===== src/rtl/m_inst_sched.sv =====
// In-order matrix instruction scheduler: buffers controller instructions, dispatches RUNs to
// NumCh channels with per-channel outstanding limits, and executes BARRIER/WSYNC/RSYNC.
module m_inst_sched #(
    parameter int InstW  = 64,
    parameter int NumCh  = 2,
    parameter int QDepth = 4,
    parameter int MaxOut = 3
) (
    input  logic                       clk,
    input  logic                       rst_n,
    input  logic                       mValid,
    output logic                       mReady,
    input  logic [InstW-1:0]           mInst,
    output logic [NumCh-1:0]           chValid,
    input  logic [NumCh-1:0]           chReady,
    output logic [NumCh*InstW-1:0]     chInst,
    input  logic [NumCh-1:0]           chDone,
    input  logic                       amEmpty,
    output logic                       mvWSync,
    output logic                       amRSync,
    output logic [$clog2(QDepth):0]    qCount,
    output logic                       busy,
    output logic                       err
);

    localparam int ChSelW = (NumCh > 1) ? $clog2(NumCh) : 1;
    localparam int PtrW   = $clog2(QDepth);

    localparam logic [1:0] OpRun     = 2'b00;
    localparam logic [1:0] OpBarrier = 2'b01;
    localparam logic [1:0] OpWSync   = 2'b10;
    localparam logic [1:0] OpRSync   = 2'b11;

    logic [InstW-1:0] mem_q [QDepth];
    logic [PtrW-1:0]  wr_ptr_q, wr_ptr_d;
    logic [PtrW-1:0]  rd_ptr_q, rd_ptr_d;
    logic [PtrW:0]    count_q, count_d;
    logic             rst_done_q;
    logic [3:0]       out_cnt_q [NumCh];
    logic [3:0]       out_cnt_d [NumCh];
    logic             err_q, err_d;
    logic             wsync_q, wsync_d;
    logic             rsync_q, rsync_d;

    logic             head_valid;
    logic [InstW-1:0] head;
    logic [1:0]       head_op;
    logic [3:0]       head_ch;
    logic             ch_bad;
    logic             full;
    logic             all_idle;
    logic             push;
    logic             pop;
    logic [NumCh-1:0] ch_valid;
    logic [NumCh-1:0] dispatch;

    assign head_valid = (count_q != '0);
    assign head       = mem_q[rd_ptr_q];
    assign head_op    = head[InstW-1 -: 2];
    // Widened so an out-of-range channel index is detectable for any NumCh.
    assign head_ch    = 4'(head[InstW-3 -: ChSelW]);
    assign ch_bad     = (head_ch >= 4'(NumCh));
    assign full       = (count_q == (PtrW+1)'(QDepth));

    always_comb begin
        all_idle = 1'b1;
        for (int c = 0; c < NumCh; c++) begin
            if (out_cnt_q[c] != 4'd0) all_idle = 1'b0;
        end
    end

    // Stall decision uses the registered count, so a same-cycle chDone unblocks one cycle later.
    always_comb begin
        ch_valid = '0;
        for (int c = 0; c < NumCh; c++) begin
            ch_valid[c] = head_valid && (head_op == OpRun) && (head_ch == 4'(c))
                          && (out_cnt_q[c] < 4'(MaxOut));
        end
        dispatch = ch_valid & chReady;
    end

    always_comb begin
        pop = 1'b0;
        if (head_valid) begin
            case (head_op)
                OpRun:             pop = ch_bad || (|dispatch);
                OpBarrier, OpWSync: pop = all_idle;
                OpRSync:           pop = !amEmpty;
                default:           pop = 1'b0;
            endcase
        end
    end

    // A full queue still accepts when the head leaves in the same cycle.
    assign mReady = rst_done_q && (!full || pop);
    assign push   = mValid && mReady;

    always_comb begin
        wr_ptr_d = push ? wr_ptr_q + PtrW'(1) : wr_ptr_q;
        rd_ptr_d = pop  ? rd_ptr_q + PtrW'(1) : rd_ptr_q;
        count_d  = count_q;
        if (push && !pop)      count_d = count_q + (PtrW+1)'(1);
        else if (pop && !push) count_d = count_q - (PtrW+1)'(1);

        err_d = err_q || (pop && (head_op == OpRun) && ch_bad);
        for (int c = 0; c < NumCh; c++) begin
            out_cnt_d[c] = out_cnt_q[c];
            if (chDone[c] && (out_cnt_q[c] == 4'd0)) begin
                err_d = 1'b1;
                if (dispatch[c]) out_cnt_d[c] = out_cnt_q[c] + 4'd1;
            end else if (dispatch[c] && !chDone[c]) begin
                out_cnt_d[c] = out_cnt_q[c] + 4'd1;
            end else if (!dispatch[c] && chDone[c]) begin
                out_cnt_d[c] = out_cnt_q[c] - 4'd1;
            end
        end

        wsync_d = pop && (head_op == OpWSync);
        rsync_d = pop && (head_op == OpRSync);
    end

    always_ff @(posedge clk or negedge rst_n) begin
        if (!rst_n) begin
            wr_ptr_q   <= '0;
            rd_ptr_q   <= '0;
            count_q    <= '0;
            rst_done_q <= 1'b0;
            err_q      <= 1'b0;
            wsync_q    <= 1'b0;
            rsync_q    <= 1'b0;
            for (int c = 0; c < NumCh; c++) out_cnt_q[c] <= 4'd0;
        end else begin
            // NOTE: non-blocking assignments keep every flop sampling pre-edge values.
            wr_ptr_q   <= wr_ptr_d;
            rd_ptr_q   <= rd_ptr_d;
            count_q    <= count_d;
            rst_done_q <= 1'b1;
            err_q      <= err_d;
            wsync_q    <= wsync_d;
            rsync_q    <= rsync_d;
            for (int c = 0; c < NumCh; c++) out_cnt_q[c] <= out_cnt_d[c];
        end
    end

    // NOTE: the storage array has no reset; count_q alone decides which entries are live.
    always_ff @(posedge clk) begin
        if (push) mem_q[wr_ptr_q] <= mInst;
    end

    always_comb begin
        chInst = '0;
        for (int c = 0; c < NumCh; c++) begin
            chInst[c*InstW +: InstW] = head_valid ? head : '0;
        end
    end

    assign chValid = ch_valid;
    assign mvWSync = wsync_q;
    assign amRSync = rsync_q;
    assign qCount  = count_q;
    assign busy    = head_valid || !all_idle;
    assign err     = err_q;

endmodule


===== config.mk =====
export PLATFORM = sky130hd
export DESIGN_NAME = m_inst_sched
export DESIGN_NICKNAME = d
export VERILOG_FILES = /design/src/rtl/m_inst_sched.sv
export SDC_FILE = /design/constraint.sdc
export NUM_CORES = 1
export LEC_CHECK = 0
export BUFFER_PORTS_ARGS = -buffer_cell sky130_fd_sc_hd__buf_2
export CORE_ASPECT_RATIO = 1.1
export CORE_MARGIN = 2
export CORE_UTILIZATION = 55
export DETAILED_ROUTE_END_ITERATION = 10
export GPL_ROUTABILITY_DRIVEN = 0
export PLACE_DENSITY = 0.79
export SLEW_MARGIN = 20
export SYNTH_ARGS = -nofsm -noshare
export SYNTH_HDL_FRONTEND = slang
export SYNTH_SLANG_ARGS = --single-unit

===== constraint.sdc =====
create_clock -name clk -period 8.5 [get_ports clk]
set_input_delay 0.85 -clock clk [delete_from_list [all_inputs] [get_ports clk]]
set_output_delay 0.85 -clock clk [all_outputs]
set_load 0.01 [all_outputs]

After elaboration in Yosys (flattened, before gate mapping)
Memory sizes are Yosys's and may differ from the RTL's.
Cells that the tools add are included.
Widths: inputs -> output; s select.
- add/subtract/negate cells: 8
- magnitude comparators: 3
- eq/ne operators: 6
- multiplexer cells: 19
- bitwise logic cells: 1
- reduce and logical (&&, ||, !) cells: 46
- operators by type and width (operator ; number):
    $mux 64 ; 1
    $mux 4 ; 8
    $logic_and 1x1->1 ; 19
    $logic_not 4->1 ; 3
    $logic_not 1->1 ; 9
    $reduce_bool 3->1 ; 3
    $add 4x1->4 const B ; 2
    $lt 4x2->1 const B ; 2
    $reduce_bool 4->1 ; 2
    $sub 4x1->4 const B ; 2
    $mux 1 ; 7
    $mux 3 ; 2
    $add 2x1->2 const B ; 2
    $eq 2x2->1 const B ; 2
    $logic_or 1x1->1 ; 4
    $ne 2x2->1 const B ; 2
    $reduce_and 2->1 ; 2
    $reduce_or 2->1 ; 2
    $add 3x1->3 const B ; 1
    $eq 3x3->1 const B ; 1
    $pmux 1 s3 ; 1
    $sub 3x1->3 const B ; 1
    $and 2x2->2 ; 1
    $eq 2x1->1 const B ; 1
    3 further kinds ; 3
- bits in registers: 19
- RAM bits: 256
- input bits: 72
- output and inout port bits: 138
- logic and storage cells: 93
- memories kept: 1
- memory list (memory ; words ; bits a word ; read ports ; clocked after memory_dff ; write ports ; line ; source):
    mem_q ; 4 ; 64 ; 1 ; 0 ; 1 ; 34 ; logic [InstW-1:0] mem_q [QDepth];

Longest topological paths before layout
Gate-level depths: netlist (run 1).
An unclocked memory read counts as a cell.
- word-level depth: 17
- depth in mapped cells: 15
- depth with buffers taken out: 14

Least setup slack after synthesis (run 1)
OpenSTA, ideal clock, no wires.
- kind: reg-to-reg
- from: register rd_ptr_q[0]
- to: memory mem_q[0][0] (enable)
- setup time: 494 ps
- arrival: 5371 ps
- data required time: 8006 ps
- setup slack: 2635 ps
- cell stages (with the launch flop): 10
- path buffers: 1
- period minus slack after synthesis: 5865 ps
- cell sequence: dfrtp_1 > buf_1 > mux4_2 > inv_1 > ha_1 > o311ai_0 > or3_4 > a311oi_2 > a31oi_2 > nor2b_1
- longest elaborated chain between the ends: 15
- elaborated cells on any way between the ends: 23
- classes of those cells: 1 x order compare; 3 x eq/ne; 4 x mux; 1 x bitwise; 13 x reduce/logical; 1 x memory
- ends and longest elaborated chain (item ; line ; source):
    start: declaration ; 36 ; logic [PtrW-1:0] rd_ptr_q, rd_ptr_d;
    start signal: assignment ; 135 ; rd_ptr_q <= rd_ptr_d;
    $mem_v2 4x64 * ; -- ;
    $logic_not 2->1 ; 76, 85 ;
    $logic_and 1x1->1 (2 in series) ; 76 ; ch_valid[c] = head_valid && (head_op == OpRun) && (head_ch == 4'(c))
    $logic_and 1x1->1 ; 77 ; && (out_cnt_q[c] < 4'(MaxOut));
    $and 2x2->2 ; 79 ; dispatch = ch_valid & chReady;
    $reduce_or 2->1 ; 86 ; OpRun: pop = ch_bad || (|dispatch);
    $logic_or 1x1->1 ; 86 ;
    $pmux 1 s3 * ; 85 ; case (head_op)
    $mux 1 * ; 84 ; if (head_valid) begin
    $logic_or 1x1->1 * ; 95 ; assign mReady = rst_done_q && (!full || pop);
    $logic_and 1x1->1 * ; 95 ;
    $logic_and 1x1->1 * ; 96 ; assign push = mValid && mReady;
    $mux 1 * ; 147 ; if (push) mem_q[wr_ptr_q] <= mInst;
    $mux 1 (not written as such) * ; 147 ;
    end: declaration ; 34 ;
Every way passes the cells marked *; elsewhere a longest branch is shown, timed or not.

Worst setup path in the final report (run 1)
- from: register rd_ptr_q[1]
- to: memory mem_q[0][0] (enable)
Same word-level chain as after synthesis.

==> results of run 1 <==
-- metrics by stage --
step / utilization [%] / hold WS (ps) / setup slack (ps) / area [sq um]
after floorplan: - / 460 / 2630 / 11300
after global placement: 59.9 / 467 / 3870 / 12200
after detailed placement: 59.9 / 473 / 3700 / 12200
after CTS: 64.1 / 273 / 3700 / 13100
after global routing: 64.2 / 299 / 3400 / 13100
final: 64.2 / 275 / 3680 / 13100
-- cells in the final DEF, fill, tap and decap left out, drive strengths merged, types with 4 or more instances in the layout --
master,synthesis,layout
nor2b,68,68
or3,4,4
mux4,64,64
clkinv,0,13
nor2,6,6
xnor2,10,10
buf,71,216
edfxtp,256,256
ha,15,15
nor3,4,4
clkbuf,14,38
nand2,7,7
dfrtp,19,19
inv,12,12
nand3,4,4
-- logic make-up (layout without fill, tap and decap cells) --
kind of cell	count (synthesis)	count (layout)	synth area share, %
multiplexers	66	66	12.9
buffers and inverters	97	280	5.40
flip-flops	275	275	72.2
AO/OA/AOI/OAI	14	14	1.07
AND/OR/NAND/NOR	105	105	5.51
XOR/XNOR	13	13	1.01
other	1	3	0.0332
adder cells (fa/ha/maj)	16	16	1.84
-- layout make-up --
cell class              count  share of cell area (%)
clock buffers              38                    5.72
inverters                  12                   0.345
flip-flops and latches    275                    62.5
clock inverters            14                   0.842
diodes                      2                  0.0383
multi-input cells         215                    19.7
repair buffers            216                    8.43
well taps                 256                    2.45
-- power by group through the flow --
stage	clock network [mW]	logic [mW]	registers, mW
after CTS	1.15	1.84	1.91
after detailed placement	0	1.82	1.93
final	1.13	1.81	1.90
after floorplan	0	1.50	1.84
after global routing	1.20	1.97	1.93
after global placement	0	1.80	1.91
-- routing by layer --
metal  GRT usage (%)  vias up
met5               0        -
li1                -     2532
met4            4.19        4
met1            27.0     2857
met2            32.5      230
met3            3.99       39
-- sequential cells by signal, summed over array words and instances, names as in the netlist --
| name | flops |
|---|---|
| out_cnt_q | 8 |
| err | 1 |
| rst_done_q | 1 |
| qCount | 3 |
| mvWSync | 1 |
| rd_ptr_q | 2 |
| mem_q | 256 |
| wr_ptr_q | 2 |
| amRSync | 1 |
-- final timing paths --
path / start / end / slack [ps]
min in group clk: err$_DFF_PN0_ / err$_DFF_PN0_ / 490
worst min-delay path: rst_n / out_cnt_q[7]$_DFFE_PN0P_ / 280
worst max register to register: rd_ptr_q[1]$_DFFE_PN0N_ / mem_q[0][0]$_DFFE_PP_ / 3680
worst min register to register: err$_DFF_PN0_ / err$_DFF_PN0_ / 490
worst max-delay path: rd_ptr_q[1]$_DFFE_PN0N_ / mem_q[0][0]$_DFFE_PP_ / 3680
max in group asynchronous: rst_n / rd_ptr_q[1]$_DFFE_PN0N_ / 7870
-- critical path: cells and delay by family, from the launching register on --
family	cells	cell delay, ps
AOI/OAI and AO/OA	3	780
DFF	1	1020
and+or+nand+nor	2	1150
muxes	1	430
adders and majority gates	1	200
buffers and inverters	2	760
==> impl_metrics.tcl, run 1 <==
set metrics [dict create \
    setup_violations 0 \
    ios 210 \
    core_sq_um 20400 \
    synth_cell_types 38 \
    drive_gt1_share_pct 42.5 \
    numPortBuffers 209 \
    max_freq_ghz 0.207 \
    finalMaxSlewViolations 0 \
    p_sw_share_pct 33.4 \
    worstMarginPinSlew_ps 955 \
    min_period_over_period_pct 56.7 \
    fin_tns_setup_ps 0 \
    insertion_delay_ps 560 \
    sequentialPowerShare_pct 39.3 \
    cts_max_path_buffers 3 \
    clock_sinks 275 \
    power_leakage_nw 4.77 \
    routed_wl_mm 21.1 \
    cp-end-kind "flip-flop" \
    first_pass_iters 4 \
    min_period_ps 4820 \
    netlist_area_sq_um 11300 \
    avgSynthCellArea_sq_um 19.3 \
    dp.cells 974 \
    clk_pin_slew_ps 60 \
    antenna_found_initial 3 \
    critPathLaunchType "flip-flop" \
    synth_nets 675 \
    crit_fanout 65 \
    grt_start_max_net_pins 66 \
    ir_drop_uv 238 \
    h-tree-depth 1 \
    layoutNonFillerInstCount 1028 \
    cpPeakStageDelay_ps 1020 \
    reg2reg_depth 9 \
    drt-met1-wl_mm 8.64 \
    crit_chain "mux4_2, inv_1, ha_1, o31a_1, nand4_1, a311oi_2, a31oi_2, nor2b_4, buf_4" \
    drt-initial-drc-count 348 \
    grt.total_usage_pct 19.5 \
    grt_pass1_vias 5823 \
    cts_tree "built" \
    slew_headroom_pct 36.3 \
    crit_type "flip-flop to flip-flop" \
    wire_per_inst_microns 20.6 \
    synth_top_area_share_pct 68.0 \
    intPower_mw 3.22 \
    num_rows 55 \
    grt_pass1_wl_mm 32.6 \
    power_frac_comb_pct 37.3 \
    p_total_mw 4.84 \
    ctsResizeCount 0 \
    cts_buffers 28 \
    post-cts-setup-buffer-count 0 \
    clock_skew_ps 35.9 \
    crit_required_ps 8660 \
    max_cap_viol_count 0 \
    rsz0062_at_grt "false" \
    drc 0 \
    seq_area_sq_um 8170 \
    fin_nets 836 \
    powerDensity_nw_per_um2 370 \
    yosysWarningCount 0 \
    status "finished clean" \
    dieHeight_microns 154 \
    met2_length_mm 10.6 \
    maxUsedRoutingLayer "met5" \
    fillCellCount 1417 \
    multi_input_area_sq_um 2570 \
    ant_nets 0 \
    ctsHoldBuffers 0 \
    vias 5662 \
    yosysMostFrequentCell "edfxtp_1" \
    dieArea_sq_um 21700 \
    synth-edff-count 256 \
    cp_slowest_cell "dfrtp_4" \
    dieWidth_microns 141 \
    power_frac_clock_pct 23.4 \
    area_growth_pct 15.6 \
    ys_seq_elements 275 \
    synth_flop_cell "edfxtp_1" \
    synthCells 587 \
    met3_length_mm 1.48 \
    grt_overflow 0 \
    ys_seq_area_share_pct 72.2 \
    p_switching_mw 1.61 \
    hold_viol_final 0 \
    synth_common_cells "edfxtp_1 (256), nor2b_1 (68), buf_4 (64), mux4_2 (64), dfrtp_1 (19)" \
    hp-class "primary input to asynchronous set/reset pin" \
    via_per_inst 5.51 \
    dp_hpwl_mm 12.9 \
    async_flop_share_pct 6.91 \
    synth_top_cell_by_area "edfxtp_1" \
    clock-root-buffer "clkbuf_16" \
    cp.arrival_ps 4980 \
    start_util_pct 55.5 \
    synth_area_leaders "edfxtp_1 (68%), mux4_2 (13%), buf_4 (4.2%), dfrtp_1 (4.2%), nor2b_1 (3.8%)" \
]
Note: power is estimated with default switching activity, not from simulation.
==> inputs of run 2 (changes only) <==
--- a/config.mk
+++ b/config.mk
@@ -5,13 +5,14 @@
 export SDC_FILE = /design/constraint.sdc
 export NUM_CORES = 1
 export LEC_CHECK = 0
+export ABC_AREA = 1
 export BUFFER_PORTS_ARGS = -buffer_cell sky130_fd_sc_hd__buf_2
 export CORE_ASPECT_RATIO = 1.1
 export CORE_MARGIN = 2
-export CORE_UTILIZATION = 55
+export CORE_UTILIZATION = 50
 export DETAILED_ROUTE_END_ITERATION = 10
 export GPL_ROUTABILITY_DRIVEN = 0
-export PLACE_DENSITY = 0.79
+export PLACE_DENSITY = 0.76
 export SLEW_MARGIN = 20
 export SYNTH_ARGS = -nofsm -noshare
 export SYNTH_HDL_FRONTEND = slang
==> constraint.sdc (replaced) <==
create_clock -name clk -period 4.3 [get_ports clk]
set_input_delay 0.43 -clock clk [delete_from_list [all_inputs] [get_ports clk]]
set_output_delay 0.43 -clock clk [all_outputs]
set_load 0.01 [all_outputs]
==> run 2 against run 1 <==
Compared with the run above: clock power up 100%; via count rose by 33%; final cell count increased by 40%; synthesized cell count grew 65%; first-iteration DRC count grew 59%; clock skew decreased by 29 ps; utilization fell by 5.4 points; combinational power grew 130%; highest routed layer unchanged.
==> impl_metrics.tcl, run 2 <==
set metrics [dict create \
    crit_type "flip-flop to flip-flop" \
    final_common_cell "nor2_1" \
    avgSynthCellArea_sq_um 11.9 \
    max_freq_ghz 0.283 \
    min_period_over_period_pct 82.2 \
    placed_area_sq_um 12500 \
    power_frac_clock_pct 23.1 \
    ctsResizeCount 0 \
    max_cap_viol_count 0 \
    p_sw_share_pct 38.7 \
    p_switching_mw 3.84 \
    area_growth_pct 15.6 \
    top_register "mem_q" \
    critPathTopFamily "simple AND/OR/NAND/NOR gates" \
    h-tree-depth 1 \
    powerDensity_nw_per_um2 741 \
    drt-initial-drc-count 553 \
    synthCells 971 \
    via_per_inst 5.24 \
    status "finished clean" \
    synth_common_cells "nor2_1 (262), edfxtp_1 (256), o21ai_0 (124)" \
    yosysWarningCount 0 \
    core_sq_um 22800 \
    grt_pass1_vias 7449 \
    clock_skew_ps 7.02 \
    routed_wl_mm 25.3 \
    crit_required_ps 4690 \
    clock_sinks 275 \
    grt_overflow 0 \
    largest_register_ffs 256 \
    numPortBuffers 209 \
    worstMarginPinSlew_ps 971 \
    synth_top_cell_by_area "edfxtp_1" \
    sequentialPowerShare_pct 35.2 \
    ant_nets 0 \
    num_rows 58 \
    fin_nets 1201 \
    drc 0 \
    synth_area_leaders "edfxtp_1 (66%), nor2_1 (8.5%), o21ai_0 (5.4%), buf_4 (4.2%), dfrtp_1 (4.1%)" \
    grt_pass1_wl_mm 39.3 \
    first_pass_iters 5 \
    crit_buf_inv 4 \
    synth_top_area_share_pct 66.4 \
    drive_gt1_share_pct 25.6 \
    cpPeakStageDelay_ps 640 \
    critPathLaunchType "flip-flop" \
    clk_pin_slew_ps 60 \
    power_leakage_nw 5.08 \
    dieWidth_microns 149 \
    cts_tree "built" \
    cp.arrival_ps 3930 \
    ys_seq_elements 275 \
    dp_hpwl_mm 16.1 \
    crit_chain "clkinv_2, buf_4, nand2_1, nand2_1, nand2_1, nand2_2, nand3_2, nand3_2, nand2_1, nand2_2, nand3_4, inv_1, ha_1, inv_1, fa_1, a21oi_1, o21ai_0, xor2_1" \
    wire_per_inst_microns 17.6 \
    layoutNonFillerInstCount 1435 \
    grt_start_max_net_pins 65 \
    synth_flop_cell "edfxtp_1" \
    finalMaxSlewViolations 0 \
    setup_violations 0 \
    async_flop_share_pct 6.91 \
    dieHeight_microns 164 \
    rsz0062_at_grt "false" \
    ir_drop_uv 664 \
    yosysMostFrequentCell "nor2_1" \
    antenna_found_initial 2 \
    fin_tns_setup_ps 0 \
    synth-edff-count 256 \
    cp_slowest_cell "dfrtp_4" \
    netlist_area_sq_um 11600 \
    hp-class "primary input to flip-flop" \
    start_util_pct 50.8 \
    crit_fanout 64 \
    dp.cells 1383 \
    ys_seq_area_share_pct 70.5 \
    ios 210 \
    synth_nets 1059 \
    synth_cell_types 29 \
    min_period_ps 3530 \
    cp-end-kind "flip-flop" \
    dieArea_sq_um 24400 \
    power_frac_comb_pct 41.7 \
    cts_max_path_buffers 3 \
    fin_util_pct 58.7 \
    insertion_delay_ps 520 \
    slew_headroom_pct 35.2 \
    grt.total_usage_pct 20.6 \
    p_total_mw 9.91 \
    vias 7524 \
    cts_buffers 27 \
    clock-root-buffer "clkbuf_16" \
    design_area_sq_um 13400 \
    hold_viol_final 0 \
    intPower_mw 6.07 \
    path_common_cell "nand2_1" \
    final_cell_mix "nor2_1 (258), edfxtp_1 (256), buf_2 (209)" \
]
-- run 2: power groups by stage --
stage               Combinational (mW)  Clock (mW)  Sequential (mW)
floorplan                         3.21           0             3.48
global placement                  4.08           0             3.52
detailed placement                4.17           0             3.54
CTS                               4.19        2.32             3.49
global route                      4.62        2.43             3.52
finish                            4.13        2.29             3.49
-- run 2: worst paths after layout --
check,from,endpoint,slack [ps],cells past startpoint
min,mInst[31],mem_q[2][31]$_DFFE_PP_,130,1
max in group asynchronous,rst_n,rd_ptr_q[0]$_DFFE_PN0N_,3530,2
max,rd_ptr_q[0]$_DFFE_PN0N_,qCount[2]$_DFFE_PN0P_,770,18
min reg2reg,out_cnt_q[3]$_DFFE_PN0P_,out_cnt_q[3]$_DFFE_PN0P_,480,1
max reg2reg,rd_ptr_q[0]$_DFFE_PN0N_,qCount[2]$_DFFE_PN0P_,770,18
min in group asynchronous,rst_n,err$_DFF_PN0_,400,2
-- run 2: through the flow --
stage,setup slack (ps),hold WS (ps)
floorplan,-801,134
global placement,914,413
detailed placement,813,416
CTS,785,113
global route,393,114
finish,767,128
-- run 2: worst register-to-register path, cell delays in order (launching register included) --
cell	delay (ps)
dfrtp_4	640
clkinv_2	160
buf_4	490
nand2_1	170
nand2_1	100
nand2_1	60
nand2_2	100
nand3_2	140
nand3_2	110
nand2_1	60
nand2_2	110
nand3_4	170
inv_1	110
ha_1	140
inv_1	60
fa_1	370
a21oi_1	150
o21ai_0	110
xor2_1	150
-- run 2: layout make-up --
class	count	area (sq um)
multi-input cells	553	2660
diodes	2	5.00
well taps	300	375
fillers	1795	9400
clock inverters	21	186
inverters	30	114
flip-flops and latches	275	8170
clock buffers	28	679
repair buffers	226	1200
-- run 2: kinds of logic (layout without fill, tap and decap cells) --
kind of cell | Yosys count | after routing | share of synthesized area (%)
flops | 275 | 275 | 70.5
fa+ha+maj | 16 | 16 | 1.79
simple gates | 328 | 328 | 11.4
mux | 1 | 1 | 0.0972
other cells | 1 | 3 | 0.0324
xor+xnor | 10 | 10 | 0.756
compound gates | 197 | 197 | 8.62
buf+inv | 143 | 305 | 6.85
-- run 2: layer usage --
| metal | part of all wire (%) | track usage (%) | vias to the layer above |
|---|---|---|---|
| li1 | - | - | 3582 |
| met1 | 40 | 26.5 | 3681 |
| met2 | 52 | 36.7 | 226 |
| met3 | 6.0 | 3.35 | 33 |
| met4 | 1.7 | 5.11 | 2 |
| met5 | 0.044 | 0 | - |
-- run 2: repair_timing --
action                    in CTS  in global routing
hold endpoints to repair      19                  0
hold buffers                   1                  0
setup buffers                  0                  0
